## config.mk

```make
export PLATFORM = sky130hd
export DESIGN_NAME = sr_flag_bank
export DESIGN_NICKNAME = d
export VERILOG_FILES = /design/src/rtl/sr_flag_pkg.sv /design/src/rtl/sr_flag_sync.sv /design/src/rtl/sr_flag_bank.sv
export SDC_FILE = /design/constraint.sdc
export NUM_CORES = 1
export LEC_CHECK = 0
export CORE_MARGIN = 2
export CORE_UTILIZATION = 47
export DETAILED_ROUTE_END_ITERATION = 8
export MAX_ROUTING_LAYER = met4
export PLACE_DENSITY_LB_ADDON = 0.05
export SETUP_SLACK_MARGIN = 0.2
export SLEW_MARGIN = 25
export SYNTH_ARGS = -nofsm -noshare
export SYNTH_HDL_FRONTEND = slang
export SYNTH_HIERARCHICAL = 1
export SYNTH_SLANG_ARGS = --single-unit
```

## constraint.sdc

```tcl
create_clock -name CLK -period 5.3 [get_ports CLK]
set_clock_uncertainty 0.05 [all_clocks]
set_input_delay 1.59 -clock CLK [delete_from_list [all_inputs] [get_ports CLK]]
set_output_delay 1.59 -clock CLK [all_outputs]
set_load 0.005 [all_outputs]
```

## src/rtl/sr_flag_pkg.sv

```systemverilog
// Shared types and per-bit next-state rule for the clocked set/reset flag bank.
package sr_flag_pkg;

    typedef enum logic [1:0] {
        SR_SET_DOM = 2'd0,
        SR_RST_DOM = 2'd1,
        SR_TOGGLE  = 2'd2,
        SR_HOLD    = 2'd3
    } sr_mode_e;

    // The mode only matters when set and reset are requested together.
    function automatic logic next_flag(input logic q, input logic s, input logic r,
                                       input sr_mode_e mode);
        logic nxt;
        nxt = q;
        case ({s, r})
            2'b10:   nxt = 1'b1;
            2'b01:   nxt = 1'b0;
            2'b11: begin
                case (mode)
                    SR_SET_DOM: nxt = 1'b1;
                    SR_RST_DOM: nxt = 1'b0;
                    SR_TOGGLE:  nxt = ~q;
                    default:    nxt = q;
                endcase
            end
            default: nxt = q;
        endcase
        return nxt;
    endfunction

endpackage

```

## src/rtl/sr_flag_sync.sv

```systemverilog
// Generic N-bit shift chain of STAGES synchronous-reset flops; a plain wire at STAGES=0.
module sr_flag_sync #(
    parameter int STAGES = 0,
    parameter int N      = 1
) (
    input  logic         clk,
    input  logic         rst,
    input  logic [N-1:0] din,
    output logic [N-1:0] dout
);

    generate
        if (STAGES == 0) begin : g_direct
            assign dout = din;
        end else begin : g_chain
            logic [N-1:0] stage [STAGES];

            // NOTE: the chain is reset so requests in flight are dropped, not replayed after reset.
            always_ff @(posedge clk) begin
                if (rst) begin
                    for (int i = 0; i < STAGES; i++) stage[i] <= '0;
                end else begin
                    stage[0] <= din;
                    for (int i = 1; i < STAGES; i++) stage[i] <= stage[i-1];
                end
            end

            assign dout = stage[STAGES-1];
        end
    endgenerate

endmodule

```

## src/rtl/sr_flag_bank.sv

```systemverilog
// Bank of WIDTH clocked set/reset flags with bulk load, change pulses and a
// saturating conflict counter.
module sr_flag_bank
    import sr_flag_pkg::*;
#(
    parameter int             WIDTH       = 8,
    parameter sr_mode_e       MODE        = SR_SET_DOM,
    parameter int             SYNC_STAGES = 0,
    parameter int             CNT_W       = 8,
    parameter logic [WIDTH-1:0] RST_VAL   = '0
) (
    input  logic             CLK,
    input  logic             RST,
    input  logic             EN,
    input  logic [WIDTH-1:0] S,
    input  logic [WIDTH-1:0] R,
    input  logic             LOAD,
    input  logic [WIDTH-1:0] D,
    input  logic             CNT_CLR,
    output logic [WIDTH-1:0] Q,
    output logic [WIDTH-1:0] QN,
    output logic [WIDTH-1:0] CHG,
    output logic [CNT_W-1:0] CONF_CNT
);

    localparam logic [CNT_W-1:0] CNT_MAX = {CNT_W{1'b1}};

    logic [2*WIDTH-1:0] sr_sync;
    logic [WIDTH-1:0]   s_sync;
    logic [WIDTH-1:0]   r_sync;
    logic [WIDTH-1:0]   q_next;
    logic               conflict;

    sr_flag_sync #(
        .STAGES (SYNC_STAGES),
        .N      (2 * WIDTH)
    ) u_sync (
        .clk  (CLK),
        .rst  (RST),
        .din  ({S, R}),
        .dout (sr_sync)
    );

    assign s_sync = sr_sync[2*WIDTH-1:WIDTH];
    assign r_sync = sr_sync[WIDTH-1:0];

    // NOTE: q_next is defaulted before any branch so no path leaves it unassigned (no latch).
    always_comb begin
        q_next   = Q;
        conflict = 1'b0;
        if (LOAD) begin
            q_next = D;
        end else if (EN) begin
            conflict = |(s_sync & r_sync);
            for (int i = 0; i < WIDTH; i++) begin
                q_next[i] = next_flag(Q[i], s_sync[i], r_sync[i], MODE);
            end
        end
    end

    // QN is registered from q_next rather than inverted from Q, so it is a true flop output.
    // NOTE: state registers use non-blocking assignment so every flop samples pre-edge values.
    always_ff @(posedge CLK) begin
        if (RST) begin
            Q        <= RST_VAL;
            QN       <= ~RST_VAL;
            CHG      <= '0;
            CONF_CNT <= '0;
        end else begin
            Q   <= q_next;
            QN  <= ~q_next;
            CHG <= q_next ^ Q;
            if (CNT_CLR) begin
                CONF_CNT <= '0;
            end else if (conflict && (CONF_CNT != CNT_MAX)) begin
                CONF_CNT <= CONF_CNT + CNT_W'(1);
            end
        end
    end

endmodule

```

==> results of run 1 <==
## state kept, by name, indices dropped and copies added (netlist names)
| name | cells |
|---|---|
| QN | 8 |
| CONF_CNT | 8 |
| CHG | 8 |
| Q | 8 |
## metrics by stage
stage          total power, µW  utilization  setup WS [ns]
2_1_floorplan            321.1            -          2.502
5_1_grt                  534.1       0.6576          1.830
6_report                 509.7       0.6576          1.949
3_5_place_dp             367.3       0.6391          1.627
3_3_place_gp             364.5       0.6391          1.712
4_1_cts                  513.7       0.6576          1.995
## routing by layer
metal,wire length [µm],vias up,part of all wire,GRT usage
met5,0,-,0,-
met4,14,0,0.0039,0.05833
met3,263,4,0.073,0.06486
met2,1746,61,0.49,0.3118
met1,1556,630,0.43,0.2381
li1,-,681,-,-
## layout make-up
cell class              instances  area, µm²
well taps                      46      57.56
inverters                      16      60.06
repair buffers                 60      600.6
clock buffers                   6      51.30
multi-input cells             102      757.0
fillers                       282       1134
clock inverters                 2      10.01
flip-flops and latches         32      640.6
## worst reg2reg max path: cells and delay by family, from the launching register on
family                     cells  cell delay [ns]
AOI/OAI and AO/OA              3             0.76
adders and majority gates      1             0.32
DFF                            1             0.42
and+or+nand+nor                1             0.14
## worst paths after layout
| path | start | to | slack (ns) | depth (start not counted) |
|---|---|---|---|---|
| worst max-delay path | LOAD | CHG[5] | 1.95 | 5 |
| worst min-delay path | Q[1] | QN[1] | 0.48 | 2 |
| worst max register to register | CONF_CNT[0] | CONF_CNT[6] | 3.52 | 5 |
| worst min register to register | Q[1] | QN[1] | 0.48 | 2 |
## report_power, final
| group | internal (µW) | total (µW) | switching [µW] |
|---|---|---|---|
| clock | 63.1 | 148 | 85.2 |
| sequential | 254 | 259 | 5.61 |
| combinational | 58.6 | 102 | 43.5 |
| total | 375 | 510 | 134 |
## cell families (layout without fill, tap and decap cells)
| family | Yosys count | count (layout) | synth area share |
|---|---|---|---|
| simple gates | 49 | 49 | 0.1561 |
| buf+inv | 38 | 84 | 0.1328 |
| mux | 9 | 9 | 0.05590 |
| fa+ha+maj | 1 | 1 | 0.007763 |
| flops | 32 | 32 | 0.3975 |
| compound gates | 43 | 43 | 0.2500 |
## Yosys cell counts
cell and n:
a2111oi_2 2, a21o_1 8, a21oi_1 13, a22oi_1 8
a22oi_4 4, a31o_2 2, a31oi_1 1, a41o_1 1
a41oi_1 1, a41oi_4 2, and3_1 1, and4_1 1
and4b_1 1, and4bb_1 1, buf_4 17, buf_6 1
clkbuf_1 4, dfxtp_1 32, ha_1 1, inv_1 16
mux2i_1 9, nand2_1 16, nand2b_1 1, nand3_1 1
nand4_1 2, nand4b_1 1, nand4b_4 1, nor2_1 17
nor2b_1 1, nor3_1 3, nor4_1 1, o21ai_0 1
or3_1 1
==> impl_metrics.prom, run 1 <==
# TYPE chip_impl_metric gauge
chip_impl_metric{name="worst_slew_margin_rel",unit=""} 0.4224
chip_impl_metric{name="worstPathArrival",unit="ns"} 3.50
chip_impl_metric{name="grt_first_pass_wirelength",unit="µm"} 5996
chip_impl_metric{name="max_cap_viol_count",unit=""} 0
chip_impl_metric{name="final_area",unit="µm²"} 2177
chip_impl_metric{name="die_y",unit="µm"} 62.56
chip_impl_metric{name="finalHoldWorstSlack",unit="ns"} 0.4803
chip_impl_metric{name="floorplan.initialDensity",unit=""} 0.4868
chip_impl_info{name="setup_repair_after_global_routing_missed_its_margin",value="no"} 1
chip_impl_metric{name="timing.critical_path.fanout_max",unit=""} 19
chip_impl_metric{name="drc",unit=""} 0
chip_impl_metric{name="layout_worst_path_cycle_share",unit=""} 0.6322
chip_impl_metric{name="routed_wire_length_per_instance",unit="µm"} 13.56
chip_impl_metric{name="first_global_vias",unit=""} 1340
chip_impl_metric{name="cts_max_level",unit=""} 2
chip_impl_metric{name="dp_cells",unit=""} 256
chip_impl_metric{name="netlist-cell-type-count",unit=""} 33
chip_impl_info{name="most_common_cell_after_layout_fill_and_taps_aside",value="clkdlybuf4s50_1"} 1
chip_impl_metric{name="area_share_of_the_largest_cell_type_after_synthesis",unit=""} 0.3975
chip_impl_info{name="worstHoldPathType",value="reg2reg"} 1
chip_impl_info{name="setup.worst_path.start_class",value="input port"} 1
chip_impl_metric{name="critical_path.max_stage_delay",unit="ns"} 0.73
chip_impl_metric{name="antenna_left",unit=""} 0
chip_impl_metric{name="grt_max_degree",unit=""} 24
chip_impl_metric{name="vdd_drop_max",unit="mV"} 0.1589
chip_impl_metric{name="worst_slew_pin_slew",unit="ns"} 0.8636
chip_impl_metric{name="clk_latency",unit="ns"} 0.33
chip_impl_metric{name="clock.fmax",unit="MHz"} 298.5
chip_impl_metric{name="number_of_antenna_violations_at_the_first_check_in_global_routing",unit=""} 0
chip_impl_metric{name="finalWeightedCongestion",unit=""} 0.7173
chip_impl_metric{name="dp_hpwl",unit="µm"} 2683
chip_impl_metric{name="final_critical_path_required_period",unit="ns"} 3.351
chip_impl_metric{name="wirelength",unit="µm"} 3581
chip_impl_info{name="critPathCaptureType",value="flop"} 1
chip_impl_metric{name="setup_viol",unit=""} 0
chip_impl_metric{name="cts-resized-gates",unit=""} 0
chip_impl_metric{name="detail_route.iter0.violations",unit=""} 94
chip_impl_info{name="critPathSlowestCell",value="clkdlybuf4s50_1"} 1
chip_impl_metric{name="synthCells",unit=""} 172
chip_impl_metric{name="via_count",unit=""} 1376
chip_impl_metric{name="synth.cell_area",unit="µm²"} 1612
chip_impl_metric{name="nets",unit=""} 247
chip_impl_metric{name="drive_gt1_frac",unit=""} 0.08716
chip_impl_info{name="cell_at_the_root_of_the_clock_tree",value="clkbuf_4"} 1
chip_impl_metric{name="area_delta_synth_final",unit="%"} 35.09
chip_impl_metric{name="num_antenna_cells",unit=""} 0
chip_impl_info{name="ys_top_cells_by_area",value="dfxtp_1, buf_4, mux2i_1"} 1
chip_impl_metric{name="cts.clk_slew.worst_paths",unit="ns"} 0.10
chip_impl_info{name="worstSetupPathType",value="in2reg"} 1
chip_impl_metric{name="die_area",unit="µm²"} 3913
chip_impl_metric{name="fp-row-count",unit=""} 21
chip_impl_metric{name="top_level_ports",unit=""} 61
chip_impl_metric{name="post_cts_hold_buffer_count",unit=""} 0
chip_impl_info{name="netlist.top_cell.by_area",value="dfxtp_1"} 1
chip_impl_metric{name="coreArea",unit="µm²"} 3311
chip_impl_metric{name="clock_tree.buffer_depth",unit=""} 2
chip_impl_metric{name="total_leakage_power",unit="µW"} 0.0009632
chip_impl_metric{name="synth_fp_nets",unit=""} 202
chip_impl_metric{name="synth-seq-area-share",unit=""} 0.3975
chip_impl_metric{name="timing.final.hold_violations",unit=""} 0
chip_impl_info{name="layout_common_cells",value="clkdlybuf4s50_1, dfxtp_1, nor2_1"} 1
chip_impl_metric{name="io_buffers",unit=""} 60
chip_impl_metric{name="post_drt_via_cell_ratio",unit=""} 5.212
chip_impl_info{name="cp_cell_sequence",value="clkdlybuf4s50_1 -> nor2b_1 -> a22oi_1 -> mux2i_1 -> nor2_1"} 1
chip_impl_metric{name="post-cts-setup-buffers",unit=""} 0
chip_impl_metric{name="grtUsageTotal",unit=""} 0.1964
chip_impl_metric{name="synth-seq-cells",unit=""} 32
chip_impl_metric{name="firstDrtPassIters",unit=""} 4
chip_impl_metric{name="totalNegativeSetupSlack",unit="ns"} 0
chip_impl_info{name="worst_path_dominant_cell_family",value="buffers and inverters"} 1
chip_impl_metric{name="place_area",unit="µm²"} 2116
chip_impl_metric{name="syn-mean-instance-area",unit="µm²"} 9.369
chip_impl_metric{name="required",unit="ns"} 5.45
chip_impl_info{name="cts_tree",value="done"} 1
chip_impl_metric{name="buf_inv_stages_crit_path",unit=""} 1
chip_impl_metric{name="finish.cell_count_without_fillers",unit=""} 264
chip_impl_metric{name="tritoncts.num_buffers",unit=""} 5
chip_impl_metric{name="final-max-slew-violation-count",unit=""} 0
chip_impl_metric{name="synth_warn",unit=""} 6
chip_impl_metric{name="powerDensity",unit="nW/µm²"} 234.1
chip_impl_metric{name="die-width",unit="µm"} 62.56
chip_impl_metric{name="cts_sinks",unit=""} 32
chip_impl_info{name="status",value="completed"} 1
chip_impl_metric{name="grt-ovfl-total",unit=""} 0
(Power assumes the default switching activity.)
==> inputs of run 2 (changes only) <==
--- a/config.mk
+++ b/config.mk
@@ -6,7 +6,7 @@
 export NUM_CORES = 1
 export LEC_CHECK = 0
 export CORE_MARGIN = 2
-export CORE_UTILIZATION = 47
+export CORE_UTILIZATION = 44
 export DETAILED_ROUTE_END_ITERATION = 8
 export MAX_ROUTING_LAYER = met4
 export PLACE_DENSITY_LB_ADDON = 0.05
==> constraint.sdc (replaced) <==
create_clock -name CLK -period 3.4 [get_ports CLK]
set_clock_uncertainty 0.05 [all_clocks]
set_input_delay 1.02 -clock CLK [delete_from_list [all_inputs] [get_ports CLK]]
set_output_delay 1.02 -clock CLK [all_outputs]
set_load 0.005 [all_outputs]
==> run 2 against run 1 <==
Effect of this change:
- setup slack got worse by 1.2 ns
- critical path depth did not move
- largest cell class unchanged
- clock-buffer cell count rose by 1
- critical endpoint is now CHG[6]
- via count fell by 0.65%
- worst hold slack improved by 0.0030 ns
- cell count rose by 0.76%
==> impl_metrics.prom, run 2 (synthesized netlist as in run 1, its figures left out) <==
# TYPE chip_impl_metric gauge
chip_impl_metric{name="cts-resized-gates",unit=""} 0
chip_impl_metric{name="nets",unit=""} 249
chip_impl_metric{name="totalNegativeSetupSlack",unit="ns"} 0
chip_impl_metric{name="first_global_vias",unit=""} 1428
chip_impl_metric{name="setup_viol",unit=""} 0
chip_impl_metric{name="area_delta_synth_final",unit="%"} 38.12
chip_impl_metric{name="antenna_left",unit=""} 0
chip_impl_info{name="busiest_grt_layer",value="met2"} 1
chip_impl_info{name="most_common_cell_after_layout_fill_and_taps_aside",value="clkdlybuf4s50_1"} 1
chip_impl_metric{name="detail_route.iter0.violations",unit=""} 62
chip_impl_metric{name="grt_first_pass_wirelength",unit="µm"} 6210
chip_impl_metric{name="timing.final.hold_violations",unit=""} 0
chip_impl_metric{name="coreArea",unit="µm²"} 3416
chip_impl_metric{name="post_drt_via_cell_ratio",unit=""} 5.139
chip_impl_metric{name="drc",unit=""} 0
chip_impl_metric{name="dp_hpwl",unit="µm"} 2760
chip_impl_metric{name="timing.critical_path.fanout_max",unit=""} 11
chip_impl_info{name="setup.worst_path.start_class",value="input port"} 1
chip_impl_metric{name="cts_sinks",unit=""} 32
chip_impl_info{name="worstHoldPathType",value="reg2reg"} 1
chip_impl_metric{name="number_of_antenna_violations_at_the_first_check_in_global_routing",unit=""} 0
chip_impl_info{name="layout_common_cells",value="clkdlybuf4s50_1, dfxtp_1, nor2_1"} 1
chip_impl_info{name="critPathCaptureType",value="flop"} 1
chip_impl_metric{name="grt_max_degree",unit=""} 24
chip_impl_metric{name="num_antenna_cells",unit=""} 0
chip_impl_metric{name="clk_latency",unit="ns"} 0.34
chip_impl_metric{name="gr-usage-met1",unit=""} 0.2282
chip_impl_metric{name="grtUsageTotal",unit=""} 0.1971
chip_impl_metric{name="finalWeightedCongestion",unit=""} 0.8326
chip_impl_metric{name="io_buffers",unit=""} 60
chip_impl_metric{name="required",unit="ns"} 3.57
chip_impl_metric{name="final-max-slew-violation-count",unit=""} 0
chip_impl_metric{name="total_leakage_power",unit="µW"} 0.0009863
chip_impl_info{name="cell_at_the_root_of_the_clock_tree",value="clkbuf_4"} 1
chip_impl_metric{name="firstDrtPassIters",unit=""} 4
chip_impl_metric{name="final_util",unit=""} 0.6516
chip_impl_metric{name="post_cts_hold_buffer_count",unit=""} 0
chip_impl_metric{name="powerDensity",unit="nW/µm²"} 400.0
chip_impl_metric{name="grt-ovfl-total",unit=""} 0
chip_impl_info{name="worstSetupPathType",value="in2reg"} 1
chip_impl_metric{name="worstPathArrival",unit="ns"} 2.83
chip_impl_metric{name="cts_max_level",unit=""} 2
chip_impl_metric{name="final_critical_path_required_period",unit="ns"} 2.652
chip_impl_metric{name="fillers",unit=""} 300
chip_impl_metric{name="worst_slew_margin_rel",unit=""} 0.5951
chip_impl_metric{name="floorplan.initialDensity",unit=""} 0.4718
chip_impl_metric{name="via_count",unit=""} 1367
chip_impl_metric{name="die_area",unit="µm²"} 4163
chip_impl_metric{name="max_cap_viol_count",unit=""} 0
chip_impl_info{name="cts_tree",value="done"} 1
chip_impl_metric{name="die-width",unit="µm"} 64.52
chip_impl_metric{name="cts.clk_slew.worst_paths",unit="ns"} 0.09
chip_impl_metric{name="die_y",unit="µm"} 64.52
chip_impl_metric{name="finalHoldWorstSlack",unit="ns"} 0.4833
chip_impl_metric{name="post-cts-setup-buffers",unit=""} 0
chip_impl_metric{name="clock_tree.buffer_depth",unit=""} 2
chip_impl_metric{name="vdd_drop_max",unit="mV"} 0.2784
chip_impl_metric{name="wirelength",unit="µm"} 3628
chip_impl_metric{name="grt.met3_usage",unit=""} 0.04340
chip_impl_metric{name="fp-row-count",unit=""} 21
chip_impl_metric{name="layout_worst_path_cycle_share",unit=""} 0.7801
chip_impl_info{name="status",value="completed"} 1
chip_impl_metric{name="routed_wire_length_per_instance",unit="µm"} 13.64
chip_impl_metric{name="drive_gt1_frac",unit=""} 0.09545
chip_impl_metric{name="grt.met2_usage",unit=""} 0.3216
chip_impl_metric{name="tritoncts.num_buffers",unit=""} 5
chip_impl_info{name="setup_repair_after_global_routing_missed_its_margin",value="no"} 1
chip_impl_metric{name="clock.fmax",unit="MHz"} 377.0
chip_impl_metric{name="place_area",unit="µm²"} 2131
chip_impl_metric{name="worst_slew_pin_slew",unit="ns"} 0.6061
chip_impl_metric{name="final_area",unit="µm²"} 2226
chip_impl_metric{name="top_level_ports",unit=""} 61
[run 2: area by class of cell]
class	count	area, µm²	share of cell area
timing repair buffer	62	615.6	0.2766
clock buffer	7	65.06	0.02923
clock inverter	1	30.03	0.01349
sequential	32	640.6	0.2878
inverter	16	60.06	0.02698
multi-input combinational	102	757.0	0.3401
tap	46	57.56	0.02586
[run 2: final timing paths]
| kind | start | to | slack (ns) | cells past startpoint |
|---|---|---|---|---|
| hold / removal | Q[6] | QN[6] | 0.48 | 2 |
| setup / recovery | EN | CHG[6] | 0.75 | 5 |
| setup reg to reg | CONF_CNT[0] | CONF_CNT[6] | 1.63 | 5 |
| hold reg to reg | Q[6] | QN[6] | 0.48 | 2 |
[run 2: report_power, final]
part / internal (µW) / switching [µW]
registers: 396 / 9.12
logic: 92.6 / 67.9
clock network: 195 / 130
total: 683 / 207
[run 2: layer usage]
metal	up-vias	part of all wire
li1	682	-
met1	632	0.42
met2	48	0.50
met3	5	0.066
met4	0	0.015
met5	-	0
[run 2: worst max-delay path, cell delays in order]
cell and delay, ns:
clkdlybuf4s50_1 0.77, nor2b_1 0.57, a22oi_1 0.21, mux2i_1 0.20, nor2_1 0.05
[run 2: stage by stage]
| step | cells | setup WS [ns] | total power [µW] |
|---|---|---|---|
| after floorplan | 172 | 1.172 | 500.5 |
| after global placement | 258 | 0.4371 | 570.5 |
| after detailed placement | 258 | 0.3898 | 574.8 |
| after CTS | 266 | 0.7623 | 899.8 |
| after global routing | 266 | 0.6122 | 935.0 |
| final | 266 | 0.7477 | 890.3 |
==> inputs of run 3 (changes only) <==
==> constraint.sdc (replaced) <==
create_clock -name CLK -period 2.6 [get_ports CLK]
set_clock_uncertainty 0.05 [all_clocks]
set_input_delay 0.78 -clock CLK [delete_from_list [all_inputs] [get_ports CLK]]
set_output_delay 0.78 -clock CLK [all_outputs]
set_load 0.005 [all_outputs]
==> run 3 against run 2 <==
Effect of this change:
- critical path depth shrank 4
- sequential power increased by 31%
- sequential share of layout area down 0.22 points
- combinational power grew 33%
- die area unchanged
- worst hold slack worse by 0.00074 ns
- flip-flop and latch count stayed put
- clock-buffer cell count unchanged
- first-iteration DRC count shrank 19%
- utilization rose by 0.51 points
- setup slack worse by 0.36 ns
- power is 32% higher
- critical endpoint is now CONF_CNT[2]
==> impl_metrics.prom, run 3 (synthesized netlist as in run 1, its figures left out) <==
# TYPE chip_impl_metric gauge
chip_impl_info{name="status",value="completed"} 1
chip_impl_metric{name="cts-resized-gates",unit=""} 0
chip_impl_metric{name="post_cts_hold_buffer_count",unit=""} 0
chip_impl_info{name="critPathCaptureType",value="output port"} 1
chip_impl_metric{name="post_drt_via_cell_ratio",unit=""} 5.112
chip_impl_metric{name="number_of_antenna_violations_at_the_first_check_in_global_routing",unit=""} 0
chip_impl_metric{name="cts_sinks",unit=""} 32
chip_impl_metric{name="buf_inv_stages_crit_path",unit=""} 1
chip_impl_metric{name="rr_worst_depth",unit=""} 5
chip_impl_metric{name="tritoncts.num_buffers",unit=""} 5
chip_impl_metric{name="grt-ovfl-total",unit=""} 0
chip_impl_metric{name="nets",unit=""} 251
chip_impl_info{name="rr_endpoint",value="CONF_CNT[6]"} 1
chip_impl_info{name="worst_path_dominant_cell_family",value="buffers and inverters"} 1
chip_impl_metric{name="dp_hpwl",unit="µm"} 2801
chip_impl_metric{name="setup_ws",unit="ns"} 0.3902
chip_impl_metric{name="first_global_vias",unit=""} 1323
chip_impl_info{name="worstSetupPathType",value="reg2out"} 1
chip_impl_metric{name="count_of_cell_instances_traversed_by_the_critical_path",unit=""} 1
chip_impl_metric{name="total_leakage_power",unit="µW"} 0.0009970
chip_impl_info{name="reg2reg_from",value="CONF_CNT[0]"} 1
chip_impl_metric{name="fillers",unit=""} 294
chip_impl_info{name="hold-path-endpoint",value="QN[4]"} 1
chip_impl_metric{name="drc",unit=""} 0
chip_impl_metric{name="top_level_ports",unit=""} 61
chip_impl_metric{name="clock.fmax",unit="MHz"} 452.5
chip_impl_metric{name="fp-row-count",unit=""} 21
chip_impl_info{name="cell_at_the_root_of_the_clock_tree",value="clkbuf_4"} 1
chip_impl_metric{name="die-width",unit="µm"} 64.52
chip_impl_metric{name="grt_max_degree",unit=""} 23
chip_impl_metric{name="layout_worst_path_cycle_share",unit=""} 0.8499
chip_impl_metric{name="num_antenna_cells",unit=""} 0
chip_impl_metric{name="vdd_drop_max",unit="mV"} 0.4728
chip_impl_metric{name="die_area",unit="µm²"} 4163
chip_impl_metric{name="cts.clk_slew.worst_paths",unit="ns"} 0.11
chip_impl_metric{name="io_buffers",unit=""} 60
chip_impl_metric{name="critical_path.max_stage_delay",unit="ns"} 0.56
chip_impl_metric{name="coreArea",unit="µm²"} 3416
chip_impl_metric{name="worst_slew_pin_slew",unit="ns"} 0.4644
chip_impl_metric{name="timing.critical_path.fanout_max",unit=""} 5
chip_impl_info{name="most_common_cell_after_layout_fill_and_taps_aside",value="clkdlybuf4s50_1"} 1
chip_impl_metric{name="finalHoldWorstSlack",unit="ns"} 0.4826
chip_impl_info{name="setup_repair_after_global_routing_missed_its_margin",value="no"} 1
chip_impl_metric{name="routed_wire_length_per_instance",unit="µm"} 13.93
chip_impl_info{name="critPathSlowestCell",value="clkdlybuf4s50_1"} 1
chip_impl_info{name="hold_path.startpoint",value="Q[4]"} 1
chip_impl_info{name="worstHoldPathType",value="reg2reg"} 1
chip_impl_metric{name="finalWeightedCongestion",unit=""} 0.7983
chip_impl_metric{name="clk_latency",unit="ns"} 0.34
chip_impl_metric{name="required",unit="ns"} 1.77
chip_impl_metric{name="pre_cts_slack",unit="ns"} -0.04203
chip_impl_metric{name="drive_gt1_frac",unit=""} 0.1081
chip_impl_metric{name="whs_path_depth",unit=""} 2
chip_impl_metric{name="totalNegativeSetupSlack",unit="ns"} 0
chip_impl_metric{name="wirelength",unit="µm"} 3733
chip_impl_metric{name="grt_first_pass_wirelength",unit="µm"} 6078
chip_impl_info{name="layout_common_cells",value="clkdlybuf4s50_1, dfxtp_1, nor2_1"} 1
chip_impl_metric{name="powerDensity",unit="nW/µm²"} 522.3
chip_impl_metric{name="dp_cells",unit=""} 260
chip_impl_metric{name="max_cap_viol_count",unit=""} 0
chip_impl_metric{name="antenna_left",unit=""} 0
chip_impl_metric{name="floorplan.initialDensity",unit=""} 0.4718
chip_impl_metric{name="via_count",unit=""} 1370
chip_impl_info{name="cts_tree",value="done"} 1
chip_impl_metric{name="clock_tree.buffer_depth",unit=""} 2
chip_impl_metric{name="area_delta_synth_final",unit="%"} 39.21
chip_impl_metric{name="finish.cell_count_without_fillers",unit=""} 268
chip_impl_metric{name="cts_max_level",unit=""} 2
chip_impl_metric{name="firstDrtPassIters",unit=""} 4
chip_impl_metric{name="worstPathArrival",unit="ns"} 1.38
chip_impl_metric{name="timing.final.hold_violations",unit=""} 0
chip_impl_info{name="setup.worst_path.start_class",value="flop"} 1
chip_impl_metric{name="final_critical_path_required_period",unit="ns"} 2.210
chip_impl_metric{name="worst_slew_margin_rel",unit=""} 0.6893
chip_impl_metric{name="final-max-slew-violation-count",unit=""} 0
chip_impl_info{name="cp_cell_sequence",value="clkdlybuf4s50_1"} 1
chip_impl_metric{name="setup_viol",unit=""} 0
chip_impl_metric{name="post-cts-setup-buffers",unit=""} 0
chip_impl_metric{name="die_y",unit="µm"} 64.52
chip_impl_metric{name="detail_route.iter0.violations",unit=""} 50
chip_impl_metric{name="grtUsageTotal",unit=""} 0.1935
chip_impl_metric{name="rrSetupSlack",unit="ns"} 0.80
-- run 3: cell types whose count changed in the layout (fill, tap and decap cells not counted), sizes merged --
cell  change
buf       +2
-- run 3: through the flow --
stage                       util  cell area, µm²  total power (µW)
final                     0.6568            2243              1172
after global routing      0.6568            2243              1229
after detailed placement  0.6282            2146             754.1
after floorplan                -            1612             654.5
after CTS                 0.6560            2241              1182
after global placement    0.6282            2146             747.1
-- run 3: how the worst max path moves through the flow --
stage                 from           to  slack [ns]
2_1_floorplan         R[6]  CONF_CNT[6]        0.61
3_3_place_gp            EN       CHG[3]        0.07
3_5_place_dp            EN       CHG[3]       -0.04
4_1_cts                 EN       CHG[3]        0.32
5_1_grt        CONF_CNT[3]  CONF_CNT[3]        0.33
6_report       CONF_CNT[2]  CONF_CNT[2]        0.39
-- run 3: area by class of cell --
type / count / area [µm²] / share of cell area
inverter: 16 / 60.06 / 0.02677
timing repair buffer: 64 / 630.6 / 0.2811
multi-input combinational: 102 / 759.5 / 0.3385
clock inverter: 1 / 30.03 / 0.01339
clock buffer: 7 / 65.06 / 0.02900
tap: 46 / 57.56 / 0.02566
sequential: 32 / 640.6 / 0.2856
-- run 3: layer usage --
| metal | part of all wire | GRT usage | wire length [µm] | vias to the layer above |
|---|---|---|---|---|
| met4 | 0.013 | 0.05585 | 49 | 0 |
| met1 | 0.43 | 0.2311 | 1610 | 627 |
| li1 | - | - | - | 688 |
| met3 | 0.056 | 0.04861 | 210 | 7 |
| met2 | 0.50 | 0.3242 | 1863 | 48 |
| met5 | 0 | - | 0 | - |
-- run 3: where the power goes --
part           internal, µW  switching [µW]
logic                   123            90.6
registers               517            11.8
clock network           255             173
